--- src/rtl/isa_pkg.sv ---
// Shared ISA definitions for the fetch path: opcodes, instruction field positions
// and the fetch sequencer state encoding.
package isa_pkg;

    localparam int ADDR_W = 6;
    localparam int DATA_W = 16;

    localparam logic [3:0] OPC_MV   = 4'b0000;
    localparam logic [3:0] OPC_MVI  = 4'b0001;
    localparam logic [3:0] OPC_MVNZ = 4'b0011;
    localparam logic [3:0] OPC_LD   = 4'b0100;
    localparam logic [3:0] OPC_SD   = 4'b0101;
    localparam logic [3:0] OPC_ADD  = 4'b0110;
    localparam logic [3:0] OPC_SUB  = 4'b0111;
    localparam logic [3:0] OPC_OR   = 4'b1000;
    localparam logic [3:0] OPC_SLT  = 4'b1001;
    localparam logic [3:0] OPC_SLL  = 4'b1010;
    localparam logic [3:0] OPC_SRL  = 4'b1011;

    localparam int Y_MSB = 15;
    localparam int Y_LSB = 13;
    localparam int X_MSB = 12;
    localparam int X_LSB = 10;
    localparam int I_MSB = 9;
    localparam int I_LSB = 6;

    typedef enum logic [2:0] {
        IDLE,
        FETCH,
        FETCH_IMM,
        HOLD,
        HALT
    } fetch_state_e;

    function automatic logic [3:0] op_field(input logic [DATA_W-1:0] w);
        return w[I_MSB:I_LSB];
    endfunction

endpackage

--- src/rtl/fetch_unit_if.sv ---
// Fetch-to-core instruction handshake plus the core's PC redirect path.
interface fetch_core_if;
    import isa_pkg::*;

    logic              instr_valid;
    logic              instr_ready;
    logic [DATA_W-1:0] instr;
    logic [DATA_W-1:0] imm;
    logic              has_imm;
    logic [ADDR_W-1:0] instr_pc;
    logic              pc_load;
    logic [ADDR_W-1:0] pc_target;
    logic              halted;

    modport master (
        output instr_valid, instr, imm, has_imm, instr_pc, halted,
        input  instr_ready, pc_load, pc_target
    );

    modport slave (
        input  instr_valid, instr, imm, has_imm, instr_pc, halted,
        output instr_ready, pc_load, pc_target
    );

endinterface

--- src/rtl/fetch_pc_reg.sv ---
// Program counter: load has priority over increment, increment wraps modulo 2^ADDR_W.
module fetch_pc_reg
    import isa_pkg::*;
(
    input  logic              Clock,
    input  logic              Resetn,
    input  logic              load,
    input  logic [ADDR_W-1:0] load_val,
    input  logic              inc,
    output logic [ADDR_W-1:0] pc
);

    logic [ADDR_W-1:0] pc_q;
    logic [ADDR_W-1:0] pc_d;

    always_comb begin
        pc_d = pc_q;
        if (load) begin
            pc_d = load_val;
        end else if (inc) begin
            pc_d = pc_q + ADDR_W'(1);
        end
    end

    always_ff @(posedge Clock or negedge Resetn) begin
        if (!Resetn) begin
            pc_q <= '0;
        end else begin
            pc_q <= pc_d;
        end
    end

    assign pc = pc_q;

endmodule

--- src/rtl/fetch_unit.sv ---
// Instruction fetch sequencer: walks the PC through the translation lookup, pairs MVI
// with its immediate word and presents whole instructions to the core.
module fetch_unit
    import isa_pkg::*;
#(
    parameter int         PROG_LEN = 38,
    parameter logic [3:0] OP_MVI   = OPC_MVI
) (
    input  logic              Clock,
    input  logic              Resetn,
    input  logic              start,
    output logic [ADDR_W-1:0] addr,
    input  logic [DATA_W-1:0] word,
    fetch_core_if.master      core
);

    localparam logic [ADDR_W:0] PROG_END = (ADDR_W+1)'(PROG_LEN);

    fetch_state_e      state_q, state_d;
    logic [DATA_W-1:0] instr_q, instr_d;
    logic [DATA_W-1:0] imm_q, imm_d;
    logic              has_imm_q, has_imm_d;
    logic [ADDR_W-1:0] instr_pc_q, instr_pc_d;
    logic              valid_q, valid_d;
    logic              halted_q, halted_d;

    logic [ADDR_W-1:0] pc;
    logic              pc_ld;
    logic              pc_inc;
    logic              pc_end;
    logic              target_end;

    fetch_pc_reg u_pc (
        .Clock    (Clock),
        .Resetn   (Resetn),
        .load     (pc_ld),
        .load_val (core.pc_target),
        .inc      (pc_inc),
        .pc       (pc)
    );

    assign pc_end     = {1'b0, pc} >= PROG_END;
    assign target_end = {1'b0, core.pc_target} >= PROG_END;

    always_comb begin
        state_d    = state_q;
        instr_d    = instr_q;
        imm_d      = imm_q;
        has_imm_d  = has_imm_q;
        instr_pc_d = instr_pc_q;
        halted_d   = halted_q;
        pc_ld      = 1'b0;
        pc_inc     = 1'b0;

        case (state_q)
            IDLE: begin
                if (core.pc_load) begin
                    pc_ld = 1'b1;
                end else if (start) begin
                    state_d = FETCH;
                end
            end
            FETCH: begin
                instr_d    = word;
                instr_pc_d = pc;
                pc_inc     = 1'b1;
                if (op_field(word) == OP_MVI) begin
                    has_imm_d = 1'b1;
                    state_d   = FETCH_IMM;
                end else begin
                    has_imm_d = 1'b0;
                    imm_d     = '0;
                    state_d   = HOLD;
                end
            end
            FETCH_IMM: begin
                imm_d   = word;
                pc_inc  = 1'b1;
                state_d = HOLD;
            end
            HOLD: begin
                if (core.instr_ready) begin
                    if (pc_end) begin
                        halted_d = 1'b1;
                        state_d  = HALT;
                    end else begin
                        state_d = FETCH;
                    end
                end
            end
            HALT: begin
            end
            default: state_d = IDLE;
        endcase

        // A redirect overrides whatever the sequencer was doing, including an acceptance in HOLD.
        if (core.pc_load && (state_q != IDLE)) begin
            pc_ld  = 1'b1;
            pc_inc = 1'b0;
            if (target_end) begin
                halted_d = 1'b1;
                state_d  = HALT;
            end else begin
                halted_d = 1'b0;
                state_d  = FETCH;
            end
        end

        valid_d = (state_d == HOLD);
    end

    always_ff @(posedge Clock or negedge Resetn) begin
        if (!Resetn) begin
            state_q    <= IDLE;
            instr_q    <= '0;
            imm_q      <= '0;
            has_imm_q  <= 1'b0;
            instr_pc_q <= '0;
            valid_q    <= 1'b0;
            halted_q   <= 1'b0;
        end else begin
            state_q    <= state_d;
            instr_q    <= instr_d;
            imm_q      <= imm_d;
            has_imm_q  <= has_imm_d;
            instr_pc_q <= instr_pc_d;
            valid_q    <= valid_d;
            halted_q   <= halted_d;
        end
    end

    assign addr             = pc;
    assign core.instr_valid = valid_q;
    assign core.instr       = instr_q;
    assign core.imm         = imm_q;
    assign core.has_imm     = has_imm_q;
    assign core.instr_pc    = instr_pc_q;
    assign core.halted      = halted_q;

endmodule

--- src/flat_wrapper.sv ---
// flat-port wrapper written by rule: the top's interface ports become plain ports
module fetch_unit_flat import isa_pkg::*;
#(
    parameter int         PROG_LEN = 38,
    parameter logic [3:0] OP_MVI   = OPC_MVI
)
  (Clock, Resetn, start, addr, word, core_instr_valid, core_instr, core_imm, core_has_imm, core_instr_pc, core_halted, core_instr_ready, core_pc_load, core_pc_target);
  fetch_core_if core_i ();
  input  logic Clock;
  input  logic Resetn;
  input  logic start;
  output logic [ADDR_W-1:0] addr;
  input  logic [DATA_W-1:0] word;
  output wire logic [$bits(core_i.instr_valid)-1:0] core_instr_valid;
  output wire logic [$bits(core_i.instr)-1:0] core_instr;
  output wire logic [$bits(core_i.imm)-1:0] core_imm;
  output wire logic [$bits(core_i.has_imm)-1:0] core_has_imm;
  output wire logic [$bits(core_i.instr_pc)-1:0] core_instr_pc;
  output wire logic [$bits(core_i.halted)-1:0] core_halted;
  input wire logic [$bits(core_i.instr_ready)-1:0] core_instr_ready;
  input wire logic [$bits(core_i.pc_load)-1:0] core_pc_load;
  input wire logic [$bits(core_i.pc_target)-1:0] core_pc_target;
  assign core_instr_valid = core_i.instr_valid;
  assign core_instr = core_i.instr;
  assign core_imm = core_i.imm;
  assign core_has_imm = core_i.has_imm;
  assign core_instr_pc = core_i.instr_pc;
  assign core_halted = core_i.halted;
  assign core_i.instr_ready = core_instr_ready;
  assign core_i.pc_load = core_pc_load;
  assign core_i.pc_target = core_pc_target;
  fetch_unit #(.PROG_LEN(PROG_LEN), .OP_MVI(OP_MVI)) u_core (.Clock(Clock), .Resetn(Resetn), .start(start), .addr(addr), .word(word), .core(core_i));
endmodule
--- config.mk ---
export PLATFORM = sky130hd
export DESIGN_NAME = fetch_unit_flat
export DESIGN_NICKNAME = d
export VERILOG_FILES = /design/src/rtl/isa_pkg.sv /design/src/rtl/fetch_unit_if.sv /design/src/rtl/fetch_pc_reg.sv /design/src/rtl/fetch_unit.sv /design/src/flat_wrapper.sv
export SDC_FILE = /design/constraint.sdc
export NUM_CORES = 1
export LEC_CHECK = 0
export BUFFER_PORTS_ARGS = -buffer_cell sky130_fd_sc_hd__buf_2
export CAP_MARGIN = 20
export CORE_AREA = 5 5 99 101
export CTS_BUF_LIST = sky130_fd_sc_hd__clkbuf_2 sky130_fd_sc_hd__clkbuf_4 sky130_fd_sc_hd__clkbuf_8
export CTS_CLUSTER_SIZE = 20
export DETAILED_ROUTE_END_ITERATION = 8
export DIE_AREA = 0 0 104 106
export GPL_ROUTABILITY_DRIVEN = 0
export GPL_TIMING_DRIVEN = 0
export HOLD_SLACK_MARGIN = 0.03
export RECOVER_POWER = 100
export SLEW_MARGIN = 30
export SYNTH_ARGS = -nofsm -noshare
export SYNTH_HDL_FRONTEND = slang
export SYNTH_SLANG_ARGS = --single-unit
--- constraint.sdc ---
create_clock -name Clock -period 2.9 [get_ports Clock]
set_clock_uncertainty 0.05 [all_clocks]
set_input_delay 0.29 -clock Clock [delete_from_list [all_inputs] [get_ports Clock]]
set_output_delay 0.29 -clock Clock [all_outputs]
set_load 0.005 [all_outputs]
# After elaboration in Yosys (flattened, before gate mapping)
# Cells that the tools add are included.
[totals]
wordCells = 52
inputBits = 27
out_inout_bits = 47
ff_bits = 50
[op_classes]
n_reduce_logical = 11
eq_ne = 7
n_addsub = 1
muxes = 23
magnitude_cmp = 2
[ops]
columns = ["operator", "count"]
rows = [
  ["16-bit one-hot mux with 2 select lines", 1],
  ["3-bit two-way mux", 6],
  ["16-bit two-way mux", 1],
  ["3-bit one-hot mux with 5 select lines", 1],
  ["6-bit >= comparator (second input constant)", 2],
  ["1-bit two-way mux", 12],
  ["6-bit two-way mux", 2],
  ["2-bit nonzero test", 5],
  ["3-bit by 2-bit equality test with 1-bit output (second input constant)", 3],
  ["6-bit by 1-bit adder with 6-bit output (second input constant)", 1],
  ["4-bit by 1-bit equality test with 1-bit output (second input constant)", 1],
  ["3-bit by 1-bit equality test with 1-bit output (second input constant)", 1],
  ["3-bit equality test (second input constant)", 1],
  ["3-bit zero test", 1],
  ["3-bit AND reduction", 1],
  ["3-bit nonzero test", 1],
  ["2-bit inequality test (second input constant)", 1],
  ["2-bit AND reduction", 1],
  ["2-bit OR reduction", 1],
  ["1-bit logical AND", 1],
]

# Logic depth before layout (Yosys ltp)
[depth]
word_depth = 6
depth_mapped = 6
ltp_nobuf = 6

# Cells and area by module
# From an unflattened synthesis, not the netlist that was laid out.
[unflattened]
hier_cells = 161
area_unflattened_um2 = 2144.6
[by_module_without_submodules]
columns = ["mod", "instances", "cells_each", "area_each_um2", "seq_area_each_um2"]
rows = [
  ["fetch_unit", 1, 127, 1818.0, 1101.1],
  ["fetch_pc_reg", 1, 34, 326.6, 150.1],
]

# Worst setup path after synthesis
# No wires, ideal clock.
[synth_timing]
path_type = "flip-flop to flip-flop"
startpoint = "register u_core.state_q[0]"
endpoint = "register u_core.instr_q[0], in the netlist u_core.core.instr[0]"
path_stages_with_launch = 5
setup_ns = 0.125
slack_ns = 1.303
path_buffers = 2
t_required_ns = 2.725
arrival_ns = 1.423
synth_period_minus_slack_ns = 1.597
cell_sequence = "dfrtp_1 buf_4 nor3b_2 buf_4 mux2_2"
[synth_via]
elab_chain_len = 1
[synth_rtl]
columns = ["element", "line_no", "source"]
rows = [
  ["start, declared", "fetch_unit.sv:19", "fetch_state_e state_q, state_d;"],
  ["start signal, assigned", "fetch_unit.sv:122", "state_q <= state_d;"],
  ["3-bit by 1-bit equality test with 1-bit output", "fetch_unit.sv:55", "case (state_q)"],
  ["end signal, assigned", "fetch_unit.sv:123", "instr_q <= instr_d;"],
  ["end, declared", "fetch_unit.sv:20", "logic [DATA_W-1:0] instr_q, instr_d;"],
]
# Every way passes these cells.
# A chain may end at the register's enable or synchronous reset.

# Worst setup path in the final report
[layout_timing]
startpoint = "register u_core.state_q[0]"
endpoint = "register u_core.imm_q[15], in the netlist u_core.core.imm[15]"
[layout_via]
elab_chain_len = 3
word_cells_on_any_way = 6
cone_classes = "3 x eq/ne; 1 x mux; 2 x reduce/logical"
[layout_rtl]
columns = ["element", "line_no", "source"]
rows = [
  ["3-bit by 1-bit equality test with 1-bit output or 3-bit by 2-bit equality test with 1-bit output (tied branches)", "fetch_unit.sv:55", ""],
  ["2-bit inequality test (no source line) or 2-bit nonzero test (tied branches)", "n/a", ""],
  ["2-bit AND reduction (no source line)", "n/a", ""],
  ["end signal, assigned", "fetch_unit.sv:124", "imm_q <= imm_d;"],
  ["end, declared", "fetch_unit.sv:21", "logic [DATA_W-1:0] imm_q, imm_d;"],
]
# Several ways; a longest one is shown, not always the timed one.

==> metrics.cfg <==
[outcome]
status = completed

[global_routing]
grt_pass1_wl_um = 8638
grt.busiest_layer = met2
first_global_vias = 1704
grt-ovfl-total = 0
grt_max_degree = 51
antenna_found_initial = 0
grt_util_all_layers_pct = 9.633
met2_usage_pct = 15.53
use_met1_pct = 12.42
grt_use_met3_pct = 3.339

[layout]
layout-drive-gt1-share_pct = 35.12
final_cell_area_um2 = 2671
layoutNonFillerInstCount = 353
multi_input_area_um2 = 799.5
antennaDiodeCount = 0
nFillCells = 962
final-seq-area_um2 = 1251
syn_to_final_growth_pct = 25.59
final_nets = 271

[drt]
drt_wl_total_um = 5174
firstDrtPassIters = 4
vias = 1576
post_drt_via_cell_ratio = 4.465
drt-wirelength-per-cell_um = 14.66
dr.first_iter.drc_count = 91
ant_nets = 0
remaining_drc_errors = 0

[yosys]
synth.distinct_cells = 36
synth.avg_cell_area_um2 = 13.21
yosysWarnings = 0
synthesis.area_um2 = 2127
postSynthCellCount = 161
synth_area_leader_cell = dfrtp_1
synthTopCellsByArea = dfrtp_1 (59%), mux2_2 (12%), a22o_1 (6.6%), xnor2_1 (2.5%), o21ai_0 (2.1%)
yosysMostFrequentCell = dfrtp_1
synthFlopType = dfrtp_1
synth_fp_nets = 190
ys_seq_area_share_pct = 58.82
synth_common_cells = dfrtp_1 (50), mux2_2 (22), a22o_1 (16)
ys_seq_elements = 50
synthArstFlopShare_pct = 100.0
synth_top_area_share_pct = 58.82
synth_edf_count = 0

[critical_path]
critPathMaxFanout = 10
cp-end-kind = flip-flop
crit_required_ps = 3030
critPathLaunchType = flip-flop
critPathArrivalTime_ps = 2190
criticalPathCategory = reg2reg

[sta]
finalHoldViolations = 0
post-route-min-period_ps = 2058
slew_headroom_pct = 15.74
setup_tns_ps = 0
setup_slack_ps = 842.0
rsz0062_at_grt = no
worstMarginPinSlew_ps = 1264
fin_crit_sh_pct = 70.97
fmax_ghz = 0.4859
setup_viol = 0
slew_violations = 0

[floorplan]
dieArea_um2 = 11020
initial_core_util_pct = 23.81
die_x_um = 104
pin_count = 74
die_h_um = 106
core-area_um2 = 8934
rows = 35

[cts]
clock_latency_ps = 300
clock_path_buffers = 2
cts-buffers-inserted = 5
root_buffer = clkbuf_8
cts_max_level = 2
clk_pin_slew_ps = 90
cts_setup_buffers = 0
cts_num_sinks = 50
cts_tree = yes
ctsResizeCount = 0

[placed_design]
dp.final_hpwl_um = 3851
place_inst = 345
port_buffers = 73
dp_slack_ps = 1064
placed_area_um2 = 2634

[flow_run]
max_cap_violations = 0

[worst_hold_path]
hold_path.class = in2reg

[pwr]
vdd_drop_max_mv = 0.3333
p_clk_share_pct = 15.3
seqPwrFrac_pct = 43.3
swShare_pct = 35.24
net-switching-power_uw = 905.2
pwr-share-comb_pct = 41.4
p_leak_uw = 0.001209
p_per_area_nw_per_um2 = 961.6
p_int_uw = 1664

## stage by stage
stage	hold WS [ps]	power, µW	utilization, %
after floorplan	-55.59	1833	-
after global placement	427.6	2265	29.45
after detailed placement	323.0	2286	29.48
after CTS	139.5	2698	30.53
after global routing	156.4	2793	29.90
final	147.1	2569	29.90
## critical path: stages, from the launching register on
cell and delay, ps:
dfrtp_1 330, clkbuf_1 380, nor3b_2 480, a21oi_1 300
buf_6 230, a22o_1 180
## worst paths after layout
path	to	cells after the start	slack [ps]	from
setup reg to reg	u_core.core.imm[15]$_DFFE_PN0P_	5	840	u_core.state_q[0]$_DFF_PN0_
min in group asynchronous	u_core.core.instr[3]$_DFFE_PN0P_	2	750	Resetn
hold reg to reg	u_core.core.imm[1]$_DFFE_PN0P_	1	450	u_core.core.imm[1]$_DFFE_PN0P_
hold / removal	u_core.u_pc.pc[0]$_DFFE_PN0P_	3	150	core_pc_target[0]
max in group asynchronous	u_core.core.imm[14]$_DFFE_PN0P_	2	1290	Resetn
setup / recovery	u_core.core.imm[15]$_DFFE_PN0P_	5	840	u_core.state_q[0]$_DFF_PN0_
## what timing repair did
action	CTS	global route
endpoints found under the hold margin	50	0
endpoints found under the setup margin	0	0
hold buffers	1	0
## kinds of logic (layout without fill, tap and decap cells)
kind of cell / after synthesis / count (layout) / synth area share [%]
AND/OR/NAND/NOR: 31 / 31 / 8.178
multiplexers: 22 / 22 / 11.65
flip-flops: 50 / 50 / 58.82
buffers and inverters: 10 / 91 / 2.765
XOR/XNOR: 6 / 6 / 2.471
AO/OA/AOI/OAI: 40 / 40 / 14.94
adder cells (fa/ha/maj): 2 / 2 / 1.176
## sequential cells by signal, summed over array words and instances, names as in the netlist
signal and cells:
u_core.core.instr 16, u_core.u_pc.pc 6, u_core.core.halted 1, u_core.core.instr_valid 1, u_core.state_q 3, u_core.core.has_imm 1, u_core.core.imm 16, u_core.core.instr_pc 6
## placed cells by master (no fill, tap or decap), types with 2 or more instances in the layout
master,n
a22o_1,16
mux2_2,22
inv_1,2
a311oi_1,2
dfrtp_1,50
nor2_1,6
o31ai_1,2
nor3_1,2
buf_4,2
clkinvlp_4,2
a21oi_1,3
clkbuf_1,29
ha_1,2
clkbuf_8,5
buf_2,48
nand3_1,4
xnor2_1,6
o21ai_0,9
nand2_1,10
## power by group through the flow
stage          Clock [µW]  Combinational [µW]  Sequential, µW
4_1_cts               424                1160            1110
2_1_floorplan           0                 698            1130
3_3_place_gp            0                1150            1120
3_5_place_dp            0                1160            1130
6_report              393                1060            1110
5_1_grt               448                1190            1150
## cell type report
| class | count | share of cell area, % |
|---|---|---|
| Timing Repair Buffer | 74 | 12.93 |
| Buffer | 8 | 1.686 |
| Clock inverter | 2 | 0.5621 |
| Clock buffer | 5 | 2.576 |
| Sequential cell | 50 | 46.84 |
| Inverter | 2 | 0.2810 |
| Tap cell | 111 | 5.199 |
| Multi-Input combinational cell | 101 | 29.93 |
## layer usage
layer | share of wire (%) | vias up
met2 | 48 | 43
li1 | - | 751
met3 | 6.2 | 2
met5 | 0 | -
met4 | 0.41 | 0
met1 | 46 | 780
Power figures use the tool's default switching activity.
